[config.mk]
export PLATFORM = sky130hd
export DESIGN_NAME = uart_tx_fifo
export DESIGN_NICKNAME = d
export VERILOG_FILES = /design/src/rtl/uart_tx_fifo.sv
export SDC_FILE = /design/constraint.sdc
export NUM_CORES = 1
export LEC_CHECK = 0
export ABC_AREA = 1
export BUFFER_PORTS_ARGS = -buffer_cell sky130_fd_sc_hd__clkbuf_2
export CORE_ASPECT_RATIO = 0.75
export CORE_MARGIN = 1
export CORE_UTILIZATION = 50
export DETAILED_ROUTE_END_ITERATION = 8
export PLACE_DENSITY = 0.73
export SLEW_MARGIN = 10
export SYNTH_ARGS = -nofsm -noshare
export SYNTH_HDL_FRONTEND = slang
export SYNTH_SLANG_ARGS = --single-unit
[constraint.sdc]
create_clock -name clk -period 3.1 [get_ports clk]
set_clock_uncertainty 0.15 [all_clocks]
set_input_delay 0.62 -clock clk [delete_from_list [all_inputs] [get_ports clk]]
set_output_delay 0.62 -clock clk [all_outputs]
set_load 0.02 [all_outputs]
[src/rtl/uart_tx_fifo.sv]
// Byte FIFO feeding a UART driver: circular buffer plus a launch/handshake FSM that
// pops one byte, pulses uart_start, then tracks the driver's busy/ready handshake.
module uart_tx_fifo #(
  parameter int unsigned DEPTH     = 16,
  parameter int unsigned BUSY_WAIT = 8
) (
  input  logic                         clk,
  input  logic                         rst,
  input  logic                         wr_en,
  input  logic [7:0]                   wr_data,
  input  logic                         clr_overflow,
  input  logic                         uart_ready,
  input  logic                         uart_busy,
  output logic                         uart_start,
  output logic [7:0]                   uart_data,
  output logic                         full,
  output logic                         empty,
  output logic [$clog2(DEPTH+1)-1:0]   count,
  output logic                         overflow
);

  localparam int unsigned PW = $clog2(DEPTH);
  localparam int unsigned CW = $clog2(DEPTH + 1);
  localparam int unsigned WW = $clog2(BUSY_WAIT + 1);

  localparam logic [CW-1:0] CntFull  = CW'(DEPTH);
  localparam logic [WW-1:0] WaitLast = WW'(BUSY_WAIT - 1);

  typedef enum logic [1:0] {
    StIdle,
    StLaunch,
    StWaitBusy,
    StWaitDone
  } state_e;

  state_e          r_state;
  state_e          w_state_next;
  logic [WW-1:0]   r_wait_cnt;
  logic [WW-1:0]   w_wait_cnt_next;

  logic [7:0]      r_mem [DEPTH];
  logic [PW-1:0]   r_wr_ptr;
  logic [PW-1:0]   r_rd_ptr;
  logic [CW-1:0]   r_count;
  logic [CW-1:0]   w_count_next;
  logic            r_full;
  logic            r_empty;
  logic            r_overflow;
  logic [7:0]      r_uart_data;

  logic            w_pop;
  logic            w_push;
  logic            w_drop;

  // A pop frees a slot on the same edge, so a push into a full FIFO is still taken then.
  assign w_pop  = (r_state == StIdle) && !r_empty && uart_ready;
  assign w_push = wr_en && (!r_full || w_pop);
  assign w_drop = wr_en && r_full && !w_pop;

  always_comb begin
    w_count_next = r_count;
    if (w_push && !w_pop) begin
      w_count_next = r_count + CW'(1);
    end else if (!w_push && w_pop) begin
      w_count_next = r_count - CW'(1);
    end
  end

  always_comb begin
    w_state_next    = r_state;
    w_wait_cnt_next = r_wait_cnt;
    unique case (r_state)
      StIdle: begin
        if (w_pop) begin
          w_state_next = StLaunch;
        end
      end
      StLaunch: begin
        w_state_next    = StWaitBusy;
        w_wait_cnt_next = '0;
      end
      StWaitBusy: begin
        // A short frame may finish before busy is ever seen; give up after BUSY_WAIT cycles.
        if (uart_busy || (r_wait_cnt == WaitLast)) begin
          w_state_next = StWaitDone;
        end else begin
          w_wait_cnt_next = r_wait_cnt + WW'(1);
        end
      end
      StWaitDone: begin
        if (!uart_busy && uart_ready) begin
          w_state_next = StIdle;
        end
      end
      default: begin
        w_state_next = StIdle;
      end
    endcase
  end

  always_ff @(posedge clk or posedge rst) begin
    if (rst) begin
      r_state     <= StIdle;
      r_wait_cnt  <= '0;
      r_wr_ptr    <= '0;
      r_rd_ptr    <= '0;
      r_count     <= '0;
      r_full      <= 1'b0;
      r_empty     <= 1'b1;
      r_overflow  <= 1'b0;
      r_uart_data <= 8'h00;
    end else begin
      r_state    <= w_state_next;
      r_wait_cnt <= w_wait_cnt_next;
      if (w_push) begin
        r_wr_ptr <= r_wr_ptr + PW'(1);
      end
      if (w_pop) begin
        r_rd_ptr    <= r_rd_ptr + PW'(1);
        r_uart_data <= r_mem[r_rd_ptr];
      end
      r_count <= w_count_next;
      r_full  <= (w_count_next == CntFull);
      r_empty <= (w_count_next == '0);
      if (w_drop) begin
        r_overflow <= 1'b1;
      end else if (clr_overflow) begin
        r_overflow <= 1'b0;
      end
    end
  end

  always_ff @(posedge clk) begin
    if (w_push) begin
      r_mem[r_wr_ptr] <= wr_data;
    end
  end

  assign uart_start = (r_state == StLaunch);
  assign uart_data  = r_uart_data;
  assign full       = r_full;
  assign empty      = r_empty;
  assign count      = r_count;
  assign overflow   = r_overflow;

endmodule

==> results.md <==
* H-tree Lvls at 4
* Initial antenna violation count at 0
* RSZ-0062 raised after global routing: false
* Pin count of the biggest net entering global routing at 66
* Peak supply drop at 0.5595 mV
* Grt ovf at 0
* Worst Path Required at approximately 3.0 ns
* Ports at 31
* Post-synth ARST share at 18.99%
* Clk root buf: clkbuf_16
* Diode count at 0
* Worst Max-Slew Pin Slew at about 0.75 ns
* I/O Buffers at 30
* DRC errors left at 0
* Post-cts repair resize count at 0
* GP Congestion at 0.9327
* Post-CTS Hold Buffers at 0
* CP Launch Type: flop
* Postcts setup bufs at 0
* DR vias/cell at roughly 5.6
* Global-route wire length before repair at 23340 um
* Area of the multi-input gates at 1867 sq um
* Initial core utilization at 51.43%
* Synth warn at 0
* Top-count cell post-synth: nand2_1
* CTS sink count at ~160
* Critical path type: reg2reg
* Sequential share of the synthesized area at a little under 70%
* Via count at between 4000 and 5000
* Post-synth top cells: nand2_1, edfxtp_1, nor2_1, nand3_1, o21ai_0
* Tot GR Track Use at 23.63%
* Post-DP HPWL at 9768 um
* Die area at 13860 sq um
* Period utilization at a little under nine tenths
* Fmax at 377.7 MHz
* Filler cells at 1044
* Lkg Pwr at approximately 3.0 nW
* Drt total wl at 15030 um
* Die Width at 135.6 um
* Setup violations, final at 0
* Nets at roughly 660
* Final Hold Viols at 0
* Mapped Area at 6695 sq um
* Status: complete, no violations
* Setup Slack @ Placement at between 0.4 and 0.5 ns
* Number of synthesized flops with an enable pin at 128
* Post-route ant nets at 0
* CP Max Fanout at 15
* Die Height at 102.2 um
* Core area at 13020 sq um
* Worst min path class: in2async
* WP data arrival at about 2.5 ns
* Routed wire per std cell at 18.50 um
* Vias in the first global route at 4182
* Total Neg Setup Slack at 0 ns
* Max Cap Violations at 0
* Core Rows at 36
* 1st-iter DRT viols at 498
* Layout cell share with drive strength beyond 1 at about an eighth
* FF+latch area at 4597 sq um
* Clock Path Buffers at 2
* Post-Syn Nets at 621
* Final slew viol count at 0
* Placed cell count at 780
* Area contributors post-synth: edfxtp_1, dfrtp_1, nand2_1
* Slack of the critical path at 0.4524 ns
* Post-synth top area share at 57.41%
* Worst-Skew Late Latency at between 0.4 and 0.5 ns
* Distinct cell type count after synthesis at 29
* Crit. End Element: flop
* Synthesized flop and latch total at 158
* Top_reg_cell synth: edfxtp_1
* Drt pass-1 iters at 5
* Layout area overhead at 13.29%
* Clock slew at reported path FFs at roughly 0.060 ns
* Slew Limit Headroom at around half
* Leading area contributor after synthesis: edfxtp_1
* CTS tree: built
* Min cycle time layout at 2.648 ns
* Syn_area_per_cell at 11.27 sq um
* Final non-filler cell total at roughly 810
* Cell Pwr Density at 964.2 nW/um^2
* Cells after synthesis at about 590
* Total CTS buffers at 17
[cells by family (layout without fill, tap and decap cells)]
group / count (synthesis) / in the layout / share of synthesized area (%)
muxes: 1 / 1 / 0.1495
xor gates and xnor gates: 10 / 10 / 1.308
buffers and inverters: 55 / 102 / 3.476
DFF: 158 / 158 / 68.64
and+or+nand+nor: 282 / 282 / 17.92
adders and majority gates: 13 / 13 / 2.430
AOI/OAI and AO/OA: 75 / 75 / 6.074
[power breakdown]
group | leakage, nW | switching (mW) | internal (mW) | total (mW)
registers | 1.52 | 0.259 | 2.65 | 2.91
logic | 1.18 | 1.69 | 0.702 | 2.39
clock network | 0.271 | 0.826 | 1.19 | 2.01
[path summary, 6_finish.rpt]
check / cells after the start / slack, ns / from / to
worst max register to register: 6 / 0.45 / r_state[0] / r_mem[15][0]
max in group asynchronous: 3 / 1.96 / rst / r_rd_ptr[2]
worst min register to register: 2 / 0.35 / uart_data[0] / uart_data[0]
min in group clk: 2 / 0.23 / clr_overflow / overflow
worst max-delay path: 6 / 0.45 / r_state[0] / r_mem[15][0]
worst min-delay path: 2 / 0.15 / rst / count[4]
[sequential cells by signal (all words and copies together) (netlist names)]
name	count
count	5
empty	1
full	1
overflow	1
r_mem	128
r_rd_ptr	4
r_state	2
r_wait_cnt	4
r_wr_ptr	4
uart_data	8
[critical path: stages, from the launching register on]
cell and delay [ns]:
dfrtp_1 0.40, inv_1 0.13, ha_1 0.27, nand3_4 0.23, a21oi_4 0.29, nand2_1 0.20
nor2_1 0.59
[cells in the final DEF, fill, tap and decap left out, drive strengths merged]
master    synthesis  layout
buf              19       9
clkbuf            5      49
dfrtp            29      29
ha               13      13
nor3              7       7
inv              31      33
o21ai            35      35
mux2i             1       1
or2               2       2
o22ai            10      10
nand2           158     158
o32ai             1       1
edfxtp          128     128
nand4             3       3
nor2             59      59
dfstp             1       1
a21oi            29      29
bufinv            0       2
nand3            53      53
xor2             10      10
clkinv            0       6
clkinvlp          0       3
[routing by layer]
metal / up-vias / part of all wire (%) / wire (um) / GRT usage (%)
met2: 179 / 46 / 6901 / 34.81
met1: 2223 / 45 / 6770 / 34.68
met4: 0 / 1.3 / 201 / 7.347
li1: 2122 / - / - / -
met5: - / 0 / 0 / 0
met3: 24 / 7.7 / 1151 / 5.853
[layout make-up]
type	count	area share [%]
inverter	31	1.534
clock inverter	13	1.848
tap	171	2.821
multi-input combinational	381	24.61
timing repair buffer	39	2.870
clock buffer	19	5.708
sequential	158	60.61
[metrics by stage]
stage	power [mW]	hold WS (ns)	util, %	area, sq um
2_1_floorplan	4.589	0.3285	-	6695
3_5_place_dp	5.287	0.3384	53.86	7012
4_1_cts	7.305	0.1559	58.27	7585
6_report	7.313	0.1487	58.27	7585
5_1_grt	7.737	0.2037	58.27	7585
3_3_place_gp	5.203	0.3389	53.86	7012
(Power assumes the default switching activity.)
